**src/rtl/psmac_feeder_if.sv**
```systemverilog
// Operand/handshake bundle between the element source, the psmac_feeder and the accumulator.
// err_range exists only when PSMAC_FEEDER_RANGECHK_EN is defined.
interface psmac_feeder_if #(
  parameter int unsigned CNT_W = 16
);
  logic [1:0]       cfg_mode;
  logic             cfg_sa;
  logic             cfg_sb;
  logic             in_valid;
  logic             in_ready;
  logic [7:0]       in_a;
  logic [7:0]       in_b;
  logic             in_last;
  logic             out_valid;
  logic             out_ready;
  logic [7:0]       mr;
  logic [7:0]       md;
  logic [3:0]       sx;
  logic [3:0]       sy;
  logic [1:0]       mode;
  logic             out_last;
  logic [CNT_W-1:0] word_cnt;
`ifdef PSMAC_FEEDER_RANGECHK_EN
  logic             err_range;
`endif

  modport master (
`ifdef PSMAC_FEEDER_RANGECHK_EN
    input  err_range,
`endif
    output cfg_mode, cfg_sa, cfg_sb,
    output in_valid, in_a, in_b, in_last,
    input  in_ready,
    input  out_valid, mr, md, sx, sy, mode, out_last, word_cnt,
    output out_ready
  );

  modport slave (
`ifdef PSMAC_FEEDER_RANGECHK_EN
    output err_range,
`endif
    input  cfg_mode, cfg_sa, cfg_sb,
    input  in_valid, in_a, in_b, in_last,
    output in_ready,
    output out_valid, mr, md, sx, sy, mode, out_last, word_cnt,
    input  out_ready
  );
endinterface

```
**src/rtl/psmac_feeder.sv**
```systemverilog
// Packs activation/weight element pairs into 8-bit precision-scalable MAC operand words.
// Optional range checking (err_range) is enabled with `define PSMAC_FEEDER_RANGECHK_EN.
module psmac_feeder #(
  parameter int unsigned CNT_W = 16
) (
  input  logic          clk,
  input  logic          rst_n,
  psmac_feeder_if.slave bus
);

  typedef enum logic [1:0] {
    IDLE  = 2'd0,
    PACK  = 2'd1,
    ISSUE = 2'd2
  } state_t;

  state_t           state_q, state_d;
  logic [1:0]       lane_q, lane_d;
  logic [1:0]       mode_q, mode_d;
  logic             sa_q, sa_d;
  logic             sb_q, sb_d;
  logic [7:0]       stg_a_q, stg_a_d;
  logic [7:0]       stg_b_q, stg_b_d;
  logic [7:0]       mr_q, mr_d;
  logic [7:0]       md_q, md_d;
  logic [3:0]       sx_q, sx_d;
  logic [3:0]       sy_q, sy_d;
  logic [1:0]       omode_q, omode_d;
  logic             olast_q, olast_d;
  logic             ovalid_q, ovalid_d;
  logic [CNT_W-1:0] cnt_q, cnt_d;

  logic             in_ready;
  logic             beat;
  logic [1:0]       bmode;
  logic [1:0]       blane;
  logic             bsa;
  logic             bsb;
  logic [7:0]       base_a;
  logic [7:0]       base_b;
  logic [7:0]       pa;
  logic [7:0]       pb;
  logic             close;

  function automatic logic [1:0] eff_mode(input logic [1:0] m);
    return (m == 2'b11) ? 2'b00 : m;
  endfunction

  function automatic logic [1:0] last_lane(input logic [1:0] m);
    case (m)
      2'b01:   return 2'd1;
      2'b10:   return 2'd3;
      default: return 2'd0;
    endcase
  endfunction

  function automatic logic [7:0] place(input logic [7:0] word, input logic [7:0] elem,
                                       input logic [1:0] lane, input logic [1:0] m);
    logic [7:0] w;
    w = word;
    case (m)
      2'b01:   w[{lane[0], 2'b00} +: 4] = elem[3:0];
      2'b10:   w[{lane, 1'b0} +: 2]     = elem[1:0];
      default: w                        = elem;
    endcase
    return w;
  endfunction

  // One flag per 2-bit slice, set on the slice holding each lane's MSB.
  function automatic logic [3:0] sflags(input logic [1:0] m, input logic s);
    logic [3:0] p;
    case (m)
      2'b01:   p = 4'b1010;
      2'b10:   p = 4'b1111;
      default: p = 4'b1000;
    endcase
    return s ? p : 4'b0000;
  endfunction

  always_comb begin
    in_ready = rst_n && (state_q != ISSUE);
    beat     = bus.in_valid && in_ready;

    // The first beat of a vector takes configuration straight from cfg_*; later beats use the latched copy.
    if (state_q == IDLE) begin
      bmode  = eff_mode(bus.cfg_mode);
      bsa    = bus.cfg_sa;
      bsb    = bus.cfg_sb;
      blane  = '0;
      base_a = '0;
      base_b = '0;
    end else begin
      bmode  = mode_q;
      bsa    = sa_q;
      bsb    = sb_q;
      blane  = lane_q;
      base_a = stg_a_q;
      base_b = stg_b_q;
    end
    pa    = place(base_a, bus.in_a, blane, bmode);
    pb    = place(base_b, bus.in_b, blane, bmode);
    close = bus.in_last || (blane == last_lane(bmode));

    state_d  = state_q;
    lane_d   = lane_q;
    mode_d   = mode_q;
    sa_d     = sa_q;
    sb_d     = sb_q;
    stg_a_d  = stg_a_q;
    stg_b_d  = stg_b_q;
    mr_d     = mr_q;
    md_d     = md_q;
    sx_d     = sx_q;
    sy_d     = sy_q;
    omode_d  = omode_q;
    olast_d  = olast_q;
    ovalid_d = ovalid_q;
    cnt_d    = cnt_q;

    case (state_q)
      IDLE, PACK: begin
        if (beat) begin
          mode_d = bmode;
          sa_d   = bsa;
          sb_d   = bsb;
          if (close) begin
            mr_d     = pa;
            md_d     = pb;
            sx_d     = sflags(bmode, bsa);
            sy_d     = sflags(bmode, bsb);
            omode_d  = bmode;
            olast_d  = bus.in_last;
            ovalid_d = 1'b1;
            stg_a_d  = '0;
            stg_b_d  = '0;
            lane_d   = '0;
            state_d  = ISSUE;
          end else begin
            stg_a_d = pa;
            stg_b_d = pb;
            lane_d  = blane + 2'd1;
            state_d = PACK;
          end
        end
      end
      ISSUE: begin
        if (bus.out_ready) begin
          ovalid_d = 1'b0;
          if (olast_q) begin
            cnt_d   = '0;
            state_d = IDLE;
          end else begin
            cnt_d   = cnt_q + CNT_W'(1);
            lane_d  = '0;
            state_d = PACK;
          end
        end
      end
      default: state_d = IDLE;
    endcase
  end

  always_ff @(posedge clk) begin
    if (!rst_n) begin
      state_q  <= IDLE;
      lane_q   <= '0;
      mode_q   <= '0;
      sa_q     <= 1'b0;
      sb_q     <= 1'b0;
      stg_a_q  <= '0;
      stg_b_q  <= '0;
      mr_q     <= '0;
      md_q     <= '0;
      sx_q     <= '0;
      sy_q     <= '0;
      omode_q  <= '0;
      olast_q  <= 1'b0;
      ovalid_q <= 1'b0;
      cnt_q    <= '0;
    end else begin
      state_q  <= state_d;
      lane_q   <= lane_d;
      mode_q   <= mode_d;
      sa_q     <= sa_d;
      sb_q     <= sb_d;
      stg_a_q  <= stg_a_d;
      stg_b_q  <= stg_b_d;
      mr_q     <= mr_d;
      md_q     <= md_d;
      sx_q     <= sx_d;
      sy_q     <= sy_d;
      omode_q  <= omode_d;
      olast_q  <= olast_d;
      ovalid_q <= ovalid_d;
      cnt_q    <= cnt_d;
    end
  end

  assign bus.in_ready  = in_ready;
  assign bus.out_valid = ovalid_q;
  assign bus.mr        = mr_q;
  assign bus.md        = md_q;
  assign bus.sx        = sx_q;
  assign bus.sy        = sy_q;
  assign bus.mode      = omode_q;
  assign bus.out_last  = olast_q;
  assign bus.word_cnt  = cnt_q;

`ifdef PSMAC_FEEDER_RANGECHK_EN
  logic err_q, err_d;

  // An element fits W bits when its discarded upper bits are zero (unsigned) or a pure sign extension (signed).
  function automatic logic oor(input logic [7:0] e, input logic s, input logic [1:0] m);
    case (m)
      2'b01:   return s ? !((e[7:3] == '0) || (e[7:3] == '1)) : (e[7:4] != '0);
      2'b10:   return s ? !((e[7:1] == '0) || (e[7:1] == '1)) : (e[7:2] != '0);
      default: return 1'b0;
    endcase
  endfunction

  always_comb begin
    err_d = err_q;
    if (beat && (oor(bus.in_a, bsa, bmode) || oor(bus.in_b, bsb, bmode))) begin
      err_d = 1'b1;
    end
  end

  always_ff @(posedge clk) begin
    if (!rst_n) begin
      err_q <= 1'b0;
    end else begin
      err_q <= err_d;
    end
  end

  assign bus.err_range = err_q;
`endif

endmodule

```
**src/flat_wrapper.sv**
```systemverilog
// flat-port wrapper written by rule: the top's interface ports become plain ports
module psmac_feeder_flat 
#(
  parameter int unsigned CNT_W = 16
)
  (clk, rst_n, bus_cfg_mode, bus_cfg_sa, bus_cfg_sb, bus_in_valid, bus_in_a, bus_in_b, bus_in_last, bus_in_ready, bus_out_valid, bus_mr, bus_md, bus_sx, bus_sy, bus_mode, bus_out_last, bus_word_cnt, bus_out_ready);
  psmac_feeder_if #(.CNT_W(CNT_W)) bus_i ();
  input  logic clk;
  input  logic rst_n;
  input wire logic [$bits(bus_i.cfg_mode)-1:0] bus_cfg_mode;
  input wire logic [$bits(bus_i.cfg_sa)-1:0] bus_cfg_sa;
  input wire logic [$bits(bus_i.cfg_sb)-1:0] bus_cfg_sb;
  input wire logic [$bits(bus_i.in_valid)-1:0] bus_in_valid;
  input wire logic [$bits(bus_i.in_a)-1:0] bus_in_a;
  input wire logic [$bits(bus_i.in_b)-1:0] bus_in_b;
  input wire logic [$bits(bus_i.in_last)-1:0] bus_in_last;
  output wire logic [$bits(bus_i.in_ready)-1:0] bus_in_ready;
  output wire logic [$bits(bus_i.out_valid)-1:0] bus_out_valid;
  output wire logic [$bits(bus_i.mr)-1:0] bus_mr;
  output wire logic [$bits(bus_i.md)-1:0] bus_md;
  output wire logic [$bits(bus_i.sx)-1:0] bus_sx;
  output wire logic [$bits(bus_i.sy)-1:0] bus_sy;
  output wire logic [$bits(bus_i.mode)-1:0] bus_mode;
  output wire logic [$bits(bus_i.out_last)-1:0] bus_out_last;
  output wire logic [$bits(bus_i.word_cnt)-1:0] bus_word_cnt;
  input wire logic [$bits(bus_i.out_ready)-1:0] bus_out_ready;
  assign bus_i.cfg_mode = bus_cfg_mode;
  assign bus_i.cfg_sa = bus_cfg_sa;
  assign bus_i.cfg_sb = bus_cfg_sb;
  assign bus_i.in_valid = bus_in_valid;
  assign bus_i.in_a = bus_in_a;
  assign bus_i.in_b = bus_in_b;
  assign bus_i.in_last = bus_in_last;
  assign bus_in_ready = bus_i.in_ready;
  assign bus_out_valid = bus_i.out_valid;
  assign bus_mr = bus_i.mr;
  assign bus_md = bus_i.md;
  assign bus_sx = bus_i.sx;
  assign bus_sy = bus_i.sy;
  assign bus_mode = bus_i.mode;
  assign bus_out_last = bus_i.out_last;
  assign bus_word_cnt = bus_i.word_cnt;
  assign bus_i.out_ready = bus_out_ready;
  psmac_feeder #(.CNT_W(CNT_W)) u_core (.clk(clk), .rst_n(rst_n), .bus(bus_i));
endmodule
```
**config.mk**
```make
export PLATFORM = sky130hd
export DESIGN_NAME = psmac_feeder_flat
export DESIGN_NICKNAME = d
export VERILOG_FILES = /design/src/rtl/psmac_feeder_if.sv /design/src/rtl/psmac_feeder.sv /design/src/flat_wrapper.sv
export SDC_FILE = /design/constraint.sdc
export NUM_CORES = 1
export LEC_CHECK = 0
export ABC_AREA = 1
export CORE_ASPECT_RATIO = 1.75
export CORE_MARGIN = 5
export CORE_UTILIZATION = 56
export DETAILED_ROUTE_END_ITERATION = 10
export PLACE_DENSITY = 0.85
export SYNTH_ARGS = -nofsm -noshare
export SYNTH_HDL_FRONTEND = slang
export SYNTH_SLANG_ARGS = --single-unit
```
**constraint.sdc**
```tcl
create_clock -name clk -period 4.9 [get_ports clk]
set_input_delay 0.98 -clock clk [delete_from_list [all_inputs] [get_ports clk]]
set_output_delay 0.98 -clock clk [all_outputs]
set_load 0.01 [all_outputs]
```
; After elaboration in Yosys (flattened, before gate mapping)
; Index checks and enable logic that the tools add are counted.
[classes]
n_addsub = 4
eq_ne = 11
shifts = 6
n_mux = 34
reduce_logical = 12
[op_table]
columns = op, count
row1 = $bwmux W8, 4
row2 = $mux W8, 4
row3 = $pmux W8 S2, 2
row4 = $mux W2, 10
row5 = $add A16 B1 Y16 const B, 1
row6 = $mux W16, 1
row7 = $shiftx A2 B5 Y8, 2
row8 = $shiftx A4 B5 Y8, 2
row9 = $pmux W2 S2, 3
row10 = $neg A3 Y5, 2
row11 = $mux W4, 2
row12 = $reduce_and A4 Y1, 2
row13 = $shift A2 B5 Y8 const A, 1
row14 = $shift A4 B5 Y8 const A, 1
row15 = $eq A2 B2 Y1 const B, 3
row16 = $mux W1, 6
row17 = $ne A2 B2 Y1 const B, 3
row18 = $pmux W3 S2, 1
row19 = $reduce_and A2 Y1, 3
row20 = $eq A2 B1 Y1 const B, 2
row21 = $ne A2 B1 Y1 const B, 2
row22 = $reduce_and A3 Y1, 1
row23 = $add A2 B1 Y2 const B, 1
row24 = $eq A2 B2 Y1, 1
row25 = 6 further kinds, 7
[totals]
register_bits = 68

; Depth between registers and ports, before layout
[depth]
depth_word = 10
mapped_depth = 17
ltp_nobuf = 15

; Worst setup path after synthesis
; OpenSTA, ideal clock, no wires.
[synth_timing]
path_type = input-to-reg
startpoint = input port bus_cfg_mode[1]
endpoint = register u_core.omode_q[0] (netlist: u_core.bus.mode[0])
setup_ns = 0.116
arrival_time_ns = 2.517
required_time_ns = 4.784
setup_slack_ns = 2.267
path_stages = 14
path_cell_list = inv_1 -> o21ai_0 -> o21ai_0 -> inv_1 -> ha_1 -> inv_1 -> nand3_1 -> nand2_1 -> nand2_4 -> nand2_8 -> nand2_4 -> buf_6 -> o21ai_0 -> nor2_1
[synth_between]
elab_chain_len = 8
word_cells_on_any_way = 9
cone_classes = eq/ne: 4 / mux: 3 / reduce/logical: 2
[synth_rtl]
columns = element, line_no
row1 = from (decl), flat_wrapper.sv:10  ; input wire logic [$bits(bus_i.cfg_mode)-1:0] bus_cfg_mode;
row2 = $eq A2 B2 Y1, psmac_feeder.sv:46  ; return (m == 2'b11) ? 2'b00 : m;
row3 = $mux W2 *, psmac_feeder.sv:46
row4 = $mux W2 *, psmac_feeder.sv:85  ; if (state_q == IDLE) begin
row5 = via u_core.bmode[1], psmac_feeder.sv:35  ; logic [1:0] bmode;
row6 = $eq A2 B2 Y1 / $eq A2 B1 Y1 (equally long branches), psmac_feeder.sv:50  ; case (m)
row7 = $pmux W2 S2 *, psmac_feeder.sv:50
row8 = $eq A2 B2 Y1 *, psmac_feeder.sv:102  ; close = bus.in_last || (blane == last_lane(bmode));
row9 = $logic_or A1 B1 Y1 *, psmac_feeder.sv:102
row10 = $reduce_and A3 Y1 (no source line) *, -
row11 = to (signal assigned), psmac_feeder.sv:192  ; omode_q <= omode_d;
row12 = to (decl), psmac_feeder.sv:28  ; logic [1:0] omode_q, omode_d;
; The timed path passes the listed nets; every way through them passes the cells marked *.
; A chain may end at the register's enable or synchronous reset.

; Final worst setup path
[layout_timing]
startpoint = input port rst_n
endpoint = output port bus_in_ready
[layout_between]
elab_chain_len = 1
[layout_rtl]
columns = element, line_no
row1 = from (decl), flat_wrapper.sv:9  ; input logic rst_n;
row2 = $logic_and A1 B1 Y1, psmac_feeder.sv:81  ; in_ready = rst_n && (state_q != ISSUE);
row3 = to (decl), flat_wrapper.sv:17  ; output wire logic [$bits(bus_i.in_ready)-1:0] bus_in_ready;
; Every way passes these cells.

==> run metrics <==
Rel. slew slack 0.534; Util after Layout 0.713; # clock sinks 66; most common library cell in the layout ignoring fill and taps nand2_1; Netlist cell types 35; status finished, final reports clean; Syn Inst Count 548; fin crit period 3740 ps; layout cells sized above 1 0.0933; Critical Path Source Type input port; die height 116 um; syn_area_per_cell 6.61 um2; Final Hold Vio Count 0; Post-synth ARST share 0; clk_skew 5.85 ps; io pins 70; unrepaired setup endpoints after global routing false; Peak VDD IR 0.251 mV; EDFF count, synth 0; Leak 1.85 nW; sequential cell area fraction in the yosys report 0.365; synthesized cell area 3620 um2; Layout Nets 637; most frequent cells in the layout nand2_1, clkdlybuf4s50_1, dfxtp_1; vias per inst 5.32; Worst Hold Launch u_core.bus.md[1]$_SDFFE_PN0P_; clk_lat worst skew 350 ps; Initial Utilization 0.577; overall power 1.38 mW; final setup fails 0; TNS Setup 0 ps; die width 70.8 um; post-cts resize count 0; drt total wl 9390 um; syn_nets 579; postcts setup bufs 0; H-tree levels 3; Hold WC Path Type flop to flop; CP Class input port to primary output; placed insts 675; WP data required 3920 ps; Total Routing Usage GR 0.233; routability cong. 0.911; yosys warns 0; Final HPWL DP 7050 um; CP arrival 2760 ps; Crit Path Max Fanout 37; Worst-Margin Slew 698 ps; row cnt 38; Residual DRC 0; largest net degree at the start of global routing 38; worst r2r dst u_core.bus.mr[0]$_SDFFE_PN0P_; Hold Path Sink u_core.bus.md[1]$_SDFFE_PN0P_; Worst-path clk slew 70 ps; Via Count 3673; f_max 0.267 GHz; R2R Setup Slk 1340 ps; CTS tree built; CTS Hold Bufs 0; drt first-iter violations 203; Num CTS Buffers 9; vias in the first global route 3599; TritonRoute pass-1 iters 5; WL per Instance 13.6 um; Yosys reg bits 66; Clk Tree Root Cell clkbuf_8; Crit. End Element primary output; Port Buffer Count 69; prevailing post-synth register cell dfxtp_1; post-route ant nets 0; fin crit share 0.763; max-slew violations 0; Core Area 6280 um2; hold depth 2; reg2reg path depth 14; Final Non-Filler Cells 691; Max Root-Sink Buffers 2; PwrDens 308 nW/um2; DIE AREA 8240 um2; grt total ovfl 0; Area Growth Syn to Fin 23.5%; initial antenna violation count 0; max-cap viol count 0; ant diodes 0; first-pass GRT wire length 15500 um; worst r2r src u_core.state_q[1]$_SDFFE_PN0P_
## worst max-delay path, cell delays in order
cell,delay [ps]
clkdlybuf4s50_1,460
buf_4,230
inv_2,300
nor2_2,230
clkdlybuf4s50_1,550
## state kept, by name, summed over array words and instances, names as in the netlist
name                  count
u_core.bus.md             8
u_core.bus.mode           2
u_core.bus.mr             8
u_core.bus.out_last       1
u_core.bus.out_valid      1
u_core.bus.sx             3
u_core.bus.sy             3
u_core.bus.word_cnt      16
u_core.lane_q             2
u_core.mode_q             2
u_core.sa_q               1
u_core.sb_q               1
u_core.state_q            2
u_core.stg_a_q            8
u_core.stg_b_q            8
## through the flow
stage                     instance area [um2]  worst slack [ps]  hold slack [ps]
after floorplan                          3620              2270              424
final                                    4470              1160              473
after CTS                                4470              1170              472
after global placement                   4270              1020              433
after detailed placement                 4270               871              460
after global routing                     4470               897              494
## layer usage
metal  track usage  vias to the layer above  wire, um
li1              -                     1860         -
met1         0.223                     1675      3560
met2         0.455                      116      5030
met3        0.0482                       22       536
met4         0.124                        0       255
met5             0                        -         0
## cell usage after synthesis, types with 2 or more instances
library cell  instances  share of area
nand3_1              29          0.040
nand2_1             189           0.20
buf_6                 5          0.016
nor3_1                6         0.0083
nand4_1              15          0.026
buf_4                 6          0.012
nand2_2               6          0.010
or2_2                 8          0.014
nand2_4               3         0.0093
nor2_2                5         0.0086
buf_2                 5         0.0069
dfxtp_1              66           0.36
inv_1                41          0.042
o21ai_0              14          0.019
a21oi_1              61          0.084
inv_2                 6         0.0062
ha_1                  6          0.021
nor2_1               50          0.052
o21a_1                2         0.0041
nor2_4                4          0.012
clkbuf_1              7         0.0073
## where the power goes
| group | switching, mW | internal [mW] | leakage, nW |
|---|---|---|---|
| sequential | 0.0191 | 0.563 | 0.535 |
| combinational | 0.213 | 0.121 | 1.22 |
| clock | 0.223 | 0.238 | 0.0921 |
## area by class of cell
cell class	count	area, um2
tap	80	100
multi-input combinational	410	1960
timing repair buffer	71	706
clock buffer	9	124
clock inverter	7	78.8
sequential	66	1320
fill	565	1800
inverter	48	181
## worst max path at each step
| stage | start | slack, ps | endpoint | depth (start not counted) |
|---|---|---|---|---|
| after floorplan | bus_cfg_mode[1] | 2270 | u_core.bus.mode[0]$_SDFFE_PN0P_ | 14 |
| after global placement | bus_cfg_mode[1] | 1020 | u_core.bus.sy[3]$_SDFFE_PN0P_ | 15 |
| after detailed placement | bus_cfg_mode[1] | 870 | u_core.bus.mr[0]$_SDFFE_PN0P_ | 15 |
| after CTS | rst_n | 1170 | bus_in_ready | 5 |
| after global routing | bus_cfg_mode[1] | 900 | u_core.bus.mr[2]$_SDFFE_PN0P_ | 15 |
| final | rst_n | 1160 | bus_in_ready | 5 |
## logic make-up after synthesis
| family | count (synthesis) | share of synthesized area |
|---|---|---|
| DFF | 66 | 0.365 |
| and+or+nand+nor | 321 | 0.398 |
| AOI/OAI and AO/OA | 82 | 0.121 |
| xor gates and xnor gates | 1 | 0.00242 |
| buffers and inverters | 72 | 0.0933 |
| adders and majority gates | 6 | 0.0207 |
No activity file was read; power rests on OpenSTA's default activity.
